$ cat src/rtl/proj_kmer_window.sv
// Sliding k-mer window over a nucleotide stream. Ambiguous bases restart the
// window; every complete window is presented on a single registered output
// stage, either as the forward k-mer or as its canonical form.
package proj_pkg;
  localparam int KMER_BUFFER_BITS = 2;
  localparam int KMER_BUFFER_LEN  = 4;
endpackage

module proj_kmer_window #(
  parameter  int DATA_BITS = proj_pkg::KMER_BUFFER_BITS,
  parameter  int KMER_LEN  = proj_pkg::KMER_BUFFER_LEN,
  parameter  int POS_BITS  = 32,
  localparam int OUT_KMER  = KMER_LEN * DATA_BITS,
  localparam int FILL_BITS = $clog2(KMER_LEN + 1)
) (
  input  logic                 clk,
  input  logic                 rst_n,
  input  logic                 start_over,
  input  logic                 canon_en,
  proj_kmer_window_if.slave    bus,
  output logic [FILL_BITS-1:0] fill_cnt
);

  typedef logic [KMER_LEN-1:0][DATA_BITS-1:0] kmer_t;

  localparam logic [FILL_BITS-1:0] FILL_FULL = FILL_BITS'(KMER_LEN);
  // Complement-by-inversion only makes sense for the 2-bit A/C/G/T code.
  localparam bit CANON_OK = (DATA_BITS == 2);

  kmer_t                window_reg;
  logic [FILL_BITS-1:0] fill_reg;
  logic [POS_BITS-1:0]  pos_reg;
  logic                 out_valid_reg;
  kmer_t                out_kmer_reg;
  logic                 out_is_rc_reg;
  logic [POS_BITS-1:0]  out_pos_reg;

  logic                 in_ready_w;
  logic                 acc;
  logic                 emit;
  kmer_t                window_shift;
  kmer_t                rc_next;
  logic [FILL_BITS-1:0] fill_inc;
  logic [OUT_KMER-1:0]  fwd_flat;
  logic [OUT_KMER-1:0]  rc_flat;
  logic                 use_rc;
  kmer_t                sel_kmer;

  // Single output stage without skid buffer: a base is taken only when the
  // output register is free or being drained this cycle.
  assign in_ready_w = !start_over && (!out_valid_reg || bus.out_ready);
  assign acc        = bus.in_valid && in_ready_w;

  // Newest base enters at index 0; the oldest falls off the top.
  assign window_shift = {window_reg[KMER_LEN-2:0], bus.in_data};
  assign fill_inc     = (fill_reg == FILL_FULL) ? FILL_FULL : fill_reg + 1'b1;
  assign emit         = acc && !bus.in_amb && (fill_inc == FILL_FULL);

  // Reverse complement of the post-shift window: reversed order, each base inverted.
  generate
    for (genvar gi = 0; gi < KMER_LEN; gi++) begin : g_rc
      assign rc_next[gi] = ~window_shift[KMER_LEN-1-gi];
    end
  endgenerate

  assign fwd_flat = window_shift;
  assign rc_flat  = rc_next;

  // Canonical choice: strictly smaller reverse complement wins; ties keep forward.
  always_comb begin
    use_rc   = 1'b0;
    sel_kmer = window_shift;
    if (CANON_OK && canon_en && (rc_flat < fwd_flat)) begin
      use_rc   = 1'b1;
      sel_kmer = rc_next;
    end
  end

  // Window, fill/position counters and the registered output stage.
  always_ff @(posedge clk or negedge rst_n) begin
    if (!rst_n) begin
      window_reg    <= '0;
      fill_reg      <= '0;
      pos_reg       <= '0;
      out_valid_reg <= 1'b0;
      out_kmer_reg  <= '0;
      out_is_rc_reg <= 1'b0;
      out_pos_reg   <= '0;
    end else if (start_over) begin
      // Restart discards any pending k-mer and begins a new sequence at position 0.
      window_reg    <= '0;
      fill_reg      <= '0;
      pos_reg       <= '0;
      out_valid_reg <= 1'b0;
    end else begin
      if (acc) begin
        if (bus.in_amb) begin
          window_reg <= '0;
          fill_reg   <= '0;
        end else begin
          window_reg <= window_shift;
          fill_reg   <= fill_inc;
        end
        pos_reg <= pos_reg + POS_BITS'(1);
      end
      if (emit) begin
        out_valid_reg <= 1'b1;
        out_kmer_reg  <= sel_kmer;
        out_is_rc_reg <= use_rc;
        out_pos_reg   <= pos_reg;
      end else if (bus.out_ready) begin
        out_valid_reg <= 1'b0;
      end
    end
  end

  assign bus.in_ready  = in_ready_w;
  assign bus.out_valid = out_valid_reg;
  assign bus.out_kmer  = out_kmer_reg;
  assign bus.out_is_rc = out_is_rc_reg;
  assign bus.out_pos   = out_pos_reg;
  assign fill_cnt      = fill_reg;

endmodule

$ cat src/rtl/proj_kmer_window_if.sv
// Stream bundle around the k-mer window: base input channel and k-mer output channel.
// The slave modport is the window block; the master modport is the environment
// that supplies bases and consumes k-mers.
interface proj_kmer_window_if #(
  parameter int DATA_BITS = 2,
  parameter int KMER_LEN  = 4,
  parameter int POS_BITS  = 32
);
  // base input channel
  logic                                 in_valid;
  logic [DATA_BITS-1:0]                 in_data;
  logic                                 in_amb;
  logic                                 in_ready;
  // k-mer output channel
  logic                                 out_valid;
  logic                                 out_ready;
  logic [KMER_LEN-1:0][DATA_BITS-1:0]   out_kmer;
  logic                                 out_is_rc;
  logic [POS_BITS-1:0]                  out_pos;

  modport slave (
    input  in_valid, in_data, in_amb, out_ready,
    output in_ready, out_valid, out_kmer, out_is_rc, out_pos
  );

  modport master (
    output in_valid, in_data, in_amb, out_ready,
    input  in_ready, out_valid, out_kmer, out_is_rc, out_pos
  );
endinterface

$ cat src/flat_wrapper.sv
// flat-port wrapper written by rule: the top's interface ports become plain ports
module proj_kmer_window_flat 
#(
  parameter  int DATA_BITS = proj_pkg::KMER_BUFFER_BITS,
  parameter  int KMER_LEN  = proj_pkg::KMER_BUFFER_LEN,
  parameter  int POS_BITS  = 32,
  localparam int OUT_KMER  = KMER_LEN * DATA_BITS,
  localparam int FILL_BITS = $clog2(KMER_LEN + 1)
)
  (clk, rst_n, start_over, canon_en, fill_cnt, bus_in_valid, bus_in_data, bus_in_amb, bus_out_ready, bus_in_ready, bus_out_valid, bus_out_kmer, bus_out_is_rc, bus_out_pos);
  proj_kmer_window_if #(.DATA_BITS(DATA_BITS), .KMER_LEN(KMER_LEN), .POS_BITS(POS_BITS)) bus_i ();
  input  logic clk;
  input  logic rst_n;
  input  logic start_over;
  input  logic canon_en;
  output logic [FILL_BITS-1:0] fill_cnt;
  input wire logic [$bits(bus_i.in_valid)-1:0] bus_in_valid;
  input wire logic [$bits(bus_i.in_data)-1:0] bus_in_data;
  input wire logic [$bits(bus_i.in_amb)-1:0] bus_in_amb;
  input wire logic [$bits(bus_i.out_ready)-1:0] bus_out_ready;
  output wire logic [$bits(bus_i.in_ready)-1:0] bus_in_ready;
  output wire logic [$bits(bus_i.out_valid)-1:0] bus_out_valid;
  output wire logic [$bits(bus_i.out_kmer)-1:0] bus_out_kmer;
  output wire logic [$bits(bus_i.out_is_rc)-1:0] bus_out_is_rc;
  output wire logic [$bits(bus_i.out_pos)-1:0] bus_out_pos;
  assign bus_i.in_valid = bus_in_valid;
  assign bus_i.in_data = bus_in_data;
  assign bus_i.in_amb = bus_in_amb;
  assign bus_i.out_ready = bus_out_ready;
  assign bus_in_ready = bus_i.in_ready;
  assign bus_out_valid = bus_i.out_valid;
  assign bus_out_kmer = bus_i.out_kmer;
  assign bus_out_is_rc = bus_i.out_is_rc;
  assign bus_out_pos = bus_i.out_pos;
  proj_kmer_window #(.DATA_BITS(DATA_BITS), .KMER_LEN(KMER_LEN), .POS_BITS(POS_BITS)) u_core (.clk(clk), .rst_n(rst_n), .start_over(start_over), .canon_en(canon_en), .bus(bus_i), .fill_cnt(fill_cnt));
endmodule
$ cat config.mk
export PLATFORM = sky130hd
export DESIGN_NAME = proj_kmer_window_flat
export DESIGN_NICKNAME = d
export VERILOG_FILES = /design/src/rtl/proj_kmer_window.sv /design/src/rtl/proj_kmer_window_if.sv /design/src/flat_wrapper.sv
export SDC_FILE = /design/constraint.sdc
export NUM_CORES = 1
export LEC_CHECK = 0
export BUFFER_PORTS_ARGS = -buffer_cell sky130_fd_sc_hd__buf_2
export CAP_MARGIN = 20
export CELL_PAD_IN_SITES_DETAIL_PLACEMENT = 1
export CELL_PAD_IN_SITES_GLOBAL_PLACEMENT = 1
export CORE_MARGIN = 5
export CORE_UTILIZATION = 47
export CTS_CLUSTER_SIZE = 14
export DETAILED_ROUTE_END_ITERATION = 12
export HOLD_SLACK_MARGIN = 0.03
export PLACE_DENSITY_LB_ADDON = 0.1
export SLEW_MARGIN = 20
export SYNTH_ARGS = -nofsm -noshare
export SYNTH_HDL_FRONTEND = slang
export SYNTH_SLANG_ARGS = --single-unit
$ cat constraint.sdc
create_clock -name clk -period 3.7 [get_ports clk]
set_input_delay 0.74 -clock clk [delete_from_list [all_inputs] [get_ports clk]]
set_output_delay 0.74 -clock clk [all_outputs]
set_load 0.01 [all_outputs]
Word-level counts from Yosys, hierarchy flattened

Cells that the tools add are included.

$add $sub $neg: 2
Order comparisons: 1
Eq/ne operators: 2
Multiplexer cells: 14
Bitwise logic cells: 5
Reductions and logical operators: 12

Operator list:

| kind                  | count |
|---|---|
| $mux 32               | 2 |
| $add 32x1->32 const B | 1 |
| $mux 6                | 3 |
| $mux 3                | 4 |
| $lt 8x8->1            | 1 |
| $mux 8                | 1 |
| $not 2->2             | 4 |
| $eq 3x3->1 const B    | 2 |
| $logic_and 1x1->1     | 5 |
| $mux 1                | 4 |
| $add 3x1->3 const B   | 1 |
| $logic_not 1->1       | 3 |
| $reduce_bool 3->1     | 1 |
| $reduce_and 2->1      | 1 |
| $reduce_bool 2->1     | 1 |
| $logic_or 1x1->1      | 1 |
| $not 1->1             | 1 |

Register bits after elaboration: 83
Output and inout bits: 46
Word-level logic and storage cells: 48

Longest topological paths before layout

Gate-level depths: netlist of the first run.

Depth after elaboration: 8
Mapped depth: 9

Worst setup path before layout of the first run

OpenSTA, ideal clock, no wires.

Kind: input -> output
Start point: in start_over
End point: out bus_in_ready
Data arrival time: 1.576 ns
Setup slack: 1.384 ns
Stages: 4
Buffers on the path: 3
Cells stage by stage: clkbuf_1 clkbuf_1 clkbuf_1 nor2_1

Longest elaborated chain between the ends: 2

RTL lines:

| item               | RTL line               | source |
|---|---|---|
| start: declaration | flat_wrapper.sv:14     | `input logic start_over;` |
| $logic_not 1->1    | proj_kmer_window.sv:51 | `assign in_ready_w = !start_over && (!out_valid_reg \|\| bus.out_ready);` |
| $logic_and 1x1->1  | proj_kmer_window.sv:51 |  |
| end: declaration   | flat_wrapper.sv:21     | `output wire logic [$bits(bus_i.in_ready)-1:0] bus_in_ready;` |

No other way between the ends.

Worst setup path after layout of the first run

Start point: in start_over
End point: reg u_core.out_kmer_reg (netlist bit u_core.bus.out_kmer[7])

Longest elaborated chain between the ends: 6

RTL lines:

| item                            | RTL line                | source |
|---|---|---|
| $logic_not 1->1                 | proj_kmer_window.sv:51  |  |
| $logic_and 1x1->1               | proj_kmer_window.sv:51  |  |
| $logic_and 1x1->1               | proj_kmer_window.sv:52  | `assign acc = bus.in_valid && in_ready_w;` |
| $logic_and 1x1->1 (2 in series) | proj_kmer_window.sv:57  | `assign emit = acc && !bus.in_amb && (fill_inc == FILL_FULL);` |
| $reduce_and 2->1 (no line) (*)  | -                       |  |
| end signal: assignment          | proj_kmer_window.sv:108 | `out_kmer_reg <= sel_kmer;` |
| end: declaration                | proj_kmer_window.sv:34  | `kmer_t out_kmer_reg;` |

Mark *: on every way between the ends. The rest lies on a longest branch, timed or not.
A chain may end at the register's enable or synchronous reset.

==> results of run 1 <==
-- per-layer routing --
metal | routed length [um] | part of all wire
met1 | 4230 | 0.46
met2 | 4600 | 0.50
met3 | 298 | 0.032
met4 | 141 | 0.015
met5 | 0 | 0
-- power by group through the flow --
stage	Sequential (W)	Combinational [W]	Clock, W
finish	0.000919	0.0000729	0.000756
global route	0.000921	0.0000831	0.000810
floorplan	0.000938	0.0000323	0
detailed placement	0.000938	0.0000742	0
CTS	0.000920	0.0000746	0.000776
global placement	0.000937	0.0000712	0
-- cell usage after synthesis (all sizes together) (6+ instances only) --
| cell | n |
|---|---|
| a21oi | 7 |
| a22o | 7 |
| and3 | 7 |
| buf | 8 |
| clkbuf | 15 |
| dfrtp | 83 |
| ha | 8 |
| inv | 15 |
| mux2i | 9 |
| nand2 | 113 |
| nand2b | 12 |
| nand3 | 16 |
| nand4 | 9 |
| nor2 | 22 |
| nor3 | 9 |
| nor4 | 6 |
| o21ai | 12 |
| xnor2 | 13 |
-- metrics by stage --
step           hold slack [ns]  total power, W  area [sq um]  utilization  setup slack (ns)
3_3_place_gp             0.456         0.00101          4220        0.519              1.04
4_1_cts                  0.479         0.00177          4450        0.548              1.18
3_5_place_dp             0.457         0.00101          4220        0.519             0.812
6_report                 0.420         0.00175          4460        0.548              1.22
2_1_floorplan            0.444        0.000970          3870            -              1.38
5_1_grt                  0.473         0.00181          4460        0.548             0.858
-- cells by family after synthesis --
kind of cell,after synthesis
AND/OR/NAND/NOR,214
flip-flops,83
AO/OA/AOI/OAI,43
buffers and inverters,38
XOR/XNOR,15
multiplexers,9
adder cells (fa/ha/maj),8
-- worst paths after layout --
path,from,to,slack [ns],depth (start not counted)
max in group asynchronous,rst_n,u_core.pos_reg[27],2.74,1
min in group clk,u_core.bus.out_pos[26],u_core.bus.out_pos[26],0.48,2
max,start_over,u_core.bus.out_kmer[7],1.22,6
max reg2reg,u_core.bus.out_valid,u_core.bus.out_kmer[7],1.50,5
min reg2reg,u_core.bus.out_pos[26],u_core.bus.out_pos[26],0.48,2
min,rst_n,u_core.bus.out_kmer[0],0.42,1
-- critical path: stages --
cell	delay [ns]
buf_2	0.10
and2b_1	0.30
nor3b_1	0.64
nand3b_1	0.15
buf_4	0.34
o311ai_0	0.42
-- final cells by class --
type	instances	area (sq um)
Clock buffer	11	151
Timing Repair Buffer	60	322
Sequential cell	83	2080
Tap cell	105	131
Inverter	15	56.3
Fill cell	975	3680
Clock inverter	5	83.8
Multi-Input combinational cell	289	1640
-- layout by cell type (no fill, tap or decap), types with 6 or more instances in the layout --
master | netlist | layout
nand2_1 | 113 | 113
dfrtp_1 | 83 | 83
buf_2 | 6 | 53
nor2_1 | 22 | 22
nand3_1 | 16 | 16
inv_1 | 15 | 15
xnor2_1 | 13 | 13
nand2b_1 | 12 | 12
o21ai_0 | 11 | 11
clkbuf_8 | 0 | 11
mux2i_1 | 9 | 9
nor3_1 | 9 | 9
ha_1 | 8 | 8
nand4_1 | 7 | 7
a21oi_1 | 7 | 7
a22o_1 | 7 | 7
and3_1 | 6 | 6
nor4_1 | 6 | 6
buf_4 | 2 | 6
==> results.tsv, run 1 <==
stage	metric	value	unit
global_route	first-pass GRT wire length	16.4	mm
detailed_routing	DRT antenna net count	0	
floorplan	DIE AREA	10200	sq um
timing	Hold Vio Cnt, Final	0	
clocking	Worst-path clk slew	0.09	ns
timing	fin crit share	0.671	
place	dpl cells	552	
synthesis	combinational family with the most area after synthesis	simple AND/OR/NAND/NOR gates	
synthesis	Yosys cell types	41	
setup_path	WP data required	3.93	ns
synthesis	Synth area leader	dfrtp_1	
synthesis	compound-gate portion of the synthesized area	0.0785	
global_route	vias in the first global route	3391	
clocking	H-tree Lvls	3	
detailed_routing	Total Routed Length	9.27	mm
pwr	PwrDens	392	nW/um^2
synthesis	Synth Area in XOR/XNOR	0.0339	
setup_path	WP data arrival	2.71	ns
timing	Worst Tran Pin Value	0.763	ns
global_route	most crowded layer after global routing	met2	
global_route	met2 Use GR	0.336	
pwr	Psw	0.000393	W
pwr	logic gate share of total power	0.042	
global_route	met1 Use GR	0.269	
detailed_routing	DR pass1 iterations	4	
setup_path	CP endpoint kind	flip-flop	
detailed_routing	Avg Vias per Cell	5.48	
clocking	CTS tree	built	
floorplan	I/O pins	55	
synthesis	Cell Area, Synth	3870	sq um
timing	clock skew after layout	0.00835	ns
setup_path	CP startpoint kind	input port	
timing	f_max	403	MHz
detailed_routing	DRT iter0 DRCs	132	
synthesis	flops & latches, synth	83	
cells_and_area	share of post-route cells with drive strength above 1	0.171	
synthesis	top post-synthesis cells by area	dfrtp_1 (54%), nand2_1 (11%), xnor2_1 (2.9%)	
clocking	Root Buffer	clkbuf_8	
synthesis	Synth Area per Inst	9.45	sq um
synthesis	share of the synthesized area in the top cell type	0.536	
synthesis	mux share of post-synthesis cell area	0.0233	
clocking	setup bufs post-CTS	0	
cells_and_area	Net count, final	475	
timing	setup TNS	0	ns
floorplan	initial core utilization	0.476	
detailed_routing	total number of vias	3113	
pwr	switching power share of the total	0.225	
worst_hold_path	HP Class	in -> async	
pwr	VDD IR max	198	uV
clocking	cts hold-fix bufs	0	
timing	headroom to the max-slew limit	0.491	
synthesis	ys flop type	dfrtp_1	
pwr	sequential group share of total power	0.526	
detailed_routing	Remaining DRCs	0	
place	Post-DP HPWL	6.25	mm
timing	Final Max Slew Viols	0	
floorplan	Die Height	101	um
run_status	status	completed	
synthesis	synth warn	0	
timing	minimum clock period	2.48	ns
cells_and_area	number of diodes	0	
synthesis	EDFF count, synth	0	
floorplan	core box area	8130	sq um
cells_and_area	Layout area overhead	15.1	%
clocking	CTS buffer count	9	
run	total of max-cap violations	0	
clocking	clock latency at the later pin of the worst-skew pair	0.35	ns
clocking	CTS Sinks	83	
clocking	Max Root-Sink Buffers	2	
synthesis	ys async rst share	1.00	
floorplan	row count	33	
pwr	Clock Power Share	0.432	
cells_and_area	non-filler instance count after layout	568	
synthesis	syn nets	427	
place	placer's final routability congestion estimate	0.733	
clocking	Post-CTS Resized	0	
setup_path	CP Max Fanout	56	
floorplan	Die Wd	101	um
global_route	largest net degree at the start of global routing	84	
pwr	Int Power	0.00135	W
place	port bufs	54	
timing	final setup vio count	0	
timing	RSZ-0062 raised after global routing	no	
global_route	grt total ovfl	0	
global_route	initial antenna violation count	0	
detailed_routing	DR WL/cell	16.3	um
synthesis	Post-Synth Simple-Gate Area	0.261	
global_route	M3 GR Usage	0.0367	
pwr	Static Leakage	2.30	nW
synthesis	Post-Synth Adder-Cell Area	0.0258	
synthesis	sequential-to-total area share from yosys stat	0.536	
global_route	gr usage total	0.203	
setup_path	crit path kind	in -> reg	
synthesis	Mapped Cells	410	
Power figures use the tool's default switching activity.
==> inputs of run 2 (changes only) <==
--- a/config.mk
+++ b/config.mk
@@ -10,7 +10,7 @@
 export CELL_PAD_IN_SITES_DETAIL_PLACEMENT = 1
 export CELL_PAD_IN_SITES_GLOBAL_PLACEMENT = 1
 export CORE_MARGIN = 5
-export CORE_UTILIZATION = 47
+export CORE_UTILIZATION = 44
 export CTS_CLUSTER_SIZE = 14
 export DETAILED_ROUTE_END_ITERATION = 12
 export HOLD_SLACK_MARGIN = 0.03
==> constraint.sdc (replaced) <==
create_clock -name clk -period 2.6 [get_ports clk]
set_input_delay 0.52 -clock clk [delete_from_list [all_inputs] [get_ports clk]]
set_output_delay 0.52 -clock clk [all_outputs]
set_load 0.01 [all_outputs]
==> run 2 against run 1 <==
First-iteration DRC count down 17%. Die area rose by 6.1%. Routed wire length fell by 0.29%. Count of clock-buffer cells in the layout increased by 1. Sequential share of layout area grew 0.21 points.
==> results.tsv, run 2 (synthesis results as in run 1) <==
stage	metric	value	unit
run_status	status	completed	
timing	headroom to the max-slew limit	0.651	
detailed_routing	DR pass1 iterations	4	
setup_path	CP bufs+invs	0	
pwr	Clock Power Share	0.380	
pwr	sequential group share of total power	0.574	
global_route	first-pass GRT wire length	16.4	mm
global_route	initial antenna violation count	0	
global_route	grt total ovfl	0	
setup_path	CP Max Fanout	8	
clocking	CTS Sinks	83	
setup_path	Crit. path cell count	5	
place	Post-DP HPWL	6.46	mm
detailed_routing	Remaining DRCs	0	
setup_path	WP data required	2.88	ns
timing	fin crit share	0.820	
detailed_routing	DRT antenna net count	0	
floorplan	I/O pins	55	
cells_and_area	Net count, final	478	
floorplan	core box area	8640	sq um
setup_path	crit path kind	reg -> reg	
setup_path	CP startpoint kind	flip-flop	
detailed_routing	Total Routed Length	9.24	mm
cells_and_area	Fillers	1003	
timing	final setup vio count	0	
run	total of max-cap violations	0	
clocking	Max Root-Sink Buffers	2	
cells_and_area	number of diodes	0	
setup_path	CP endpoint kind	flip-flop	
setup_path	FF-to-FF setup slack	0.47	ns
setup_path	worst-path cell chain	and4_1, nand4_2, or3_1, or3_1, a21oi_1	
setup_path	Worst Reg-to-Reg Cells	5	
floorplan	Die Height	104	um
setup_path	most frequent CP cell	or3_1	
clocking	cts hold-fix bufs	0	
cells_and_area	Layout area overhead	14.6	%
timing	Final Max Slew Viols	0	
clocking	CTS tree	built	
clocking	H-tree Lvls	3	
detailed_routing	DRT iter0 DRCs	110	
floorplan	DIE AREA	10800	sq um
pwr	Int Power	0.00173	W
pwr	Static Leakage	2.30	nW
clocking	CTS buffer count	9	
place	port bufs	54	
setup_path	delay of the slowest critical-path stage	0.51	ns
worst_hold_path	HP Class	in -> async	
timing	RSZ-0062 raised after global routing	no	
cells_and_area	share of post-route cells with drive strength above 1	0.174	
detailed_routing	total number of vias	3093	
pwr	PwrDens	514	nW/um^2
timing	minimum clock period	2.13	ns
global_route	largest net degree at the start of global routing	63	
setup_path	Crit-path slowest cell	or3_1	
timing	Worst Tran Pin Value	0.520	ns
cells_and_area	post-route cell area	4440	sq um
detailed_routing	Avg Vias per Cell	5.39	
setup_path	Reg-to-Reg Start	u_core.pos_reg[3]	
floorplan	row count	34	
place	placer's final routability congestion estimate	0.752	
setup_path	family with the most delay on the worst path	simple AND/OR/NAND/NOR gates	
detailed_routing	DR WL/cell	16.1	um
floorplan	initial core utilization	0.449	
clocking	Root Buffer	clkbuf_8	
place	dpl cell area	4260	sq um
timing	Hold Vio Cnt, Final	0	
pwr	switching power share of the total	0.241	
clocking	setup bufs post-CTS	0	
cells_and_area	most common cell after layout, fill and taps aside	nand2_1	
timing	f_max	469	MHz
global_route	gr usage total	0.183	
global_route	vias in the first global route	3303	
cells_and_area	most frequent cells in the layout	nand2_1 (113), dfrtp_1 (83), buf_2 (53)	
pwr	VDD IR max	204	uV
setup_path	Critical Path Source	u_core.pos_reg[3]	
setup_path	worst setup path end	u_core.pos_reg[31]	
setup_path	RR Endpoint	u_core.pos_reg[31]	
timing	clock skew after layout	0.0126	ns
pwr	logic gate share of total power	0.046	
timing	setup TNS	0	ns
clocking	clock latency at the later pin of the worst-skew pair	0.36	ns
pwr	Psw	0.000550	W
clocking	Worst-path clk slew	0.09	ns
clocking	Post-CTS Resized	0	
floorplan	Die Wd	104	um
setup_path	WP data arrival	2.41	ns
-- run 2: cell count changes in the layout (fill, tap and decap cells not counted) --
| cell | delta |
|---|---|
| buf_6 | -1 |
| inv_6 | -1 |
| bufinv_16 | -2 |
| clkbuf_1 | +1 |
| clkinv_2 | +2 |
| buf_12 | +1 |
| buf_4 | +3 |
-- run 2: how the worst min path moves through the flow --
stage                      from                endpoint  slack [ns]
after floorplan           rst_n    u_core.bus.out_is_rc        0.22
after global placement    rst_n  u_core.bus.out_kmer[0]        0.43
after detailed placement  rst_n  u_core.bus.out_kmer[0]        0.43
after CTS                 rst_n  u_core.bus.out_kmer[0]        0.04
after global routing      rst_n  u_core.bus.out_kmer[0]        0.05
final                     rst_n  u_core.bus.out_kmer[2]        0.04
-- run 2: cell type report --
type                    count  area [sq um]  share of cell area
clock buffers              12           155              0.0350
flip-flops and latches     83          2080               0.468
clock inverters             4          25.0             0.00564
well taps                 108           135              0.0304
multi-input cells         289          1640               0.369
inverters                  15          56.3              0.0127
repair buffers             63           353              0.0795
-- run 2: stage by stage --
stage          setup slack [ns]   util  instances  hold slack (ns)  power (W)
2_1_floorplan             0.584      -        410            0.224    0.00138
4_1_cts                   0.437  0.514        574           0.0400    0.00231
3_5_place_dp              0.300  0.493        558            0.433    0.00144
5_1_grt                   0.296  0.514        574           0.0479    0.00238
3_3_place_gp              0.401  0.493        558            0.429    0.00144
6_report                  0.467  0.514        574           0.0397    0.00228
-- run 2: metal layers --
layer  vias to the layer above  global-route usage  wire (um)
li1                       1479                   -          -
met1                      1549               0.259       4510
met2                        53               0.286       4270
met3                        12              0.0367        334
met4                         0              0.0537        125
met5                         -                   0          0
-- run 2: power by group through the flow --
stage | logic, W | clock network [W] | registers, W
global placement | 0.000106 | 0 | 0.00133
global route | 0.000120 | 0.000947 | 0.00131
CTS | 0.000109 | 0.000894 | 0.00131
finish | 0.000105 | 0.000866 | 0.00131
detailed placement | 0.000108 | 0 | 0.00133
floorplan | 0.0000460 | 0 | 0.00133
==> inputs of run 3 (changes only) <==
==> constraint.sdc (replaced) <==
create_clock -name clk -period 2.2 [get_ports clk]
set_input_delay 0.44 -clock clk [delete_from_list [all_inputs] [get_ports clk]]
set_output_delay 0.44 -clock clk [all_outputs]
set_load 0.01 [all_outputs]
==> run 3 against run 2 <==
Sequential share of layout area decreased by 1.2 points. Sequential cell count unchanged. Routed wire length increased by 2.0%. Global-route usage about the same. Clock power increased by 42%. Combinational power increased by 26%. First-iteration DRC count decreased by 26%. Utilization increased by 1.3 points. Count of clock-buffer cells in the layout decreased by 1. Setup slack got worse by 0.20 ns.
==> results.tsv, run 3 (synthesis results as in run 1) <==
stage	metric	value	unit
global_route	gr usage total	0.183	
worst_hold_path	HP Class	in -> async	
detailed_routing	DR WL/cell	16.2	um
detailed_routing	DRT antenna net count	0	
setup_path	worst-path cell chain	ha_1, nand2b_1, a31oi_1, nand3b_1, buf_12, a221o_1	
place	port bufs	54	
cells_and_area	non-filler instance count after layout	581	
detailed_routing	M1 wire length	4.58	mm
setup_path	WP data arrival	2.18	ns
clocking	CTS buffer count	9	
global_route	initial antenna violation count	0	
cells_and_area	Final Util	0.527	
detailed_routing	DRT iter0 DRCs	81	
cells_and_area	number of diodes	0	
setup_path	WP data required	2.44	ns
cells_and_area	Net count, final	486	
cells_and_area	most frequent cells in the layout	nand2_1 (113), dfrtp_1 (83), buf_2 (53)	
detailed_routing	DR pass1 iterations	4	
pwr	VDD IR max	297	uV
run_status	status	completed	
cells_and_area	Fillers	1035	
timing	Final Max Slew Viols	0	
floorplan	I/O pins	55	
run	total of max-cap violations	0	
floorplan	DIE AREA	10800	sq um
timing	minimum clock period	1.94	ns
timing	final setup vio count	0	
detailed_routing	total number of vias	3083	
detailed_routing	routed wl met3	290	um
setup_path	Reg-to-Reg Start	u_core.fill_cnt[1]	
clocking	CTS tree	built	
place	dpl cells	566	
timing	Worst Tran Pin Value	0.447	ns
setup_path	crit path kind	reg -> reg	
place	Post-DP HPWL	6.53	mm
floorplan	initial core utilization	0.449	
cells_and_area	most common cell after layout, fill and taps aside	nand2_1	
pwr	Static Leakage	2.36	nW
floorplan	row count	34	
timing	Hold Vio Cnt, Final	0	
setup_path	CP endpoint kind	flip-flop	
pwr	PwrDens	638	nW/um^2
global_route	first-pass GRT wire length	16.5	mm
place	placer's final routability congestion estimate	0.754	
setup_path	Worst Reg-to-Reg Cells	6	
setup_path	delay of the slowest critical-path stage	0.41	ns
clocking	H-tree Lvls	3	
floorplan	Die Height	104	um
clocking	Max Root-Sink Buffers	2	
detailed_routing	Avg Vias per Cell	5.31	
global_route	grt total ovfl	0	
detailed_routing	Remaining DRCs	0	
detailed_routing	Total Routed Length	9.43	mm
clocking	Worst-path clk slew	0.09	ns
timing	Min Hold Slack	0.105	ns
setup_path	FF-to-FF setup slack	0.26	ns
clocking	Root Buffer	clkbuf_8	
pwr	total power	0.00290	W
timing	f_max	516	MHz
setup_path	RR Endpoint	u_core.bus.out_kmer[1]	
floorplan	core box area	8640	sq um
global_route	largest net degree at the start of global routing	84	
detailed_routing	routed length on met2	4.40	mm
timing	headroom to the max-slew limit	0.702	
setup_path	CP Max Fanout	35	
timing	RSZ-0062 raised after global routing	no	
global_route	vias in the first global route	3301	
timing	fin crit share	0.881	
clocking	clock latency at the later pin of the worst-skew pair	0.36	ns
floorplan	Die Wd	104	um
cells_and_area	share of post-route cells with drive strength above 1	0.188	
detailed_routing	Max Used Layer	met4	
cells_and_area	Layout area overhead	17.5	%
setup_path	CP startpoint kind	flip-flop	
setup_path	Crit-path slowest cell	dfrtp_1	
clocking	CTS Sinks	83	
timing	clock skew after layout	0.0101	ns
clocking	cts hold-fix bufs	0	
run 3: cell types whose count changed in the layout (fill, tap and decap cells not counted):
cell	before	now
o311ai_1	0	1
bufinv_16	0	2
clkbuf_8	11	10
nor3b_2	0	1
clkinv_2	2	0
o311ai_0	4	3
buf_12	1	2
buf_4	9	16
nor3b_1	1	0
run 3: power breakdown:
group	internal (W)	switching (W)	total (W)
Sequential	0.00153	0.00000964	0.00154
Combinational	0.0000455	0.0000864	0.000132
Clock	0.000665	0.000563	0.00123
Total	0.00225	0.000659	0.00290
run 3: worst max path at each step:
stage	depth (start not counted)	end	from
finish	6	u_core.bus.out_kmer[1]	u_core.fill_cnt[1]
global route	6	u_core.bus.out_kmer[6]	u_core.fill_cnt[1]
CTS	5	u_core.bus.out_kmer[4]	u_core.bus.out_valid
detailed placement	6	u_core.bus.out_kmer[4]	start_over
global placement	6	u_core.bus.out_kmer[3]	start_over
floorplan	7	u_core.pos_reg[31]	start_over
run 3: metal layers:
metal / GRT usage / vias to the layer above
li1: - / 1494
met1: 0.257 / 1518
met2: 0.287 / 54
met3: 0.0286 / 17
met4: 0.0657 / 0
met5: 0 / -
run 3: timing repair:
action,in CTS,in global routing
resized for setup,0,2
setup buffers,0,0
setup endpoints to repair,0,2
hold endpoints to repair,0,0
run 3: worst max-delay path, delay by kind of cell (launching register included):
kind	cells	cell delay, ns
and+or+nand+nor	2	0.37
adders and majority gates	1	0.23
AOI/OAI and AO/OA	2	0.58
DFF	1	0.41
buffers and inverters	1	0.23
run 3: area by class of cell:
| type | count | area, sq um | share of cell area |
|---|---|---|---|
| clock buffer | 11 | 141 | 0.0311 |
| clock inverter | 4 | 75.1 | 0.0165 |
| inverter | 15 | 56.3 | 0.0124 |
| multi-input combinational | 289 | 1640 | 0.361 |
| sequential | 83 | 2080 | 0.456 |
| tap | 108 | 135 | 0.0297 |
| timing repair buffer | 71 | 425 | 0.0935 |
run 3: metrics by stage:
stage               worst slack [ns]  TNS (ns)  cell area (sq um)
floorplan                      0.264         0               3870
global route                   0.107         0               4550
finish                         0.262         0               4550
global placement               0.162         0               4330
CTS                            0.145         0               4550
detailed placement          -0.00472  -0.00578               4330
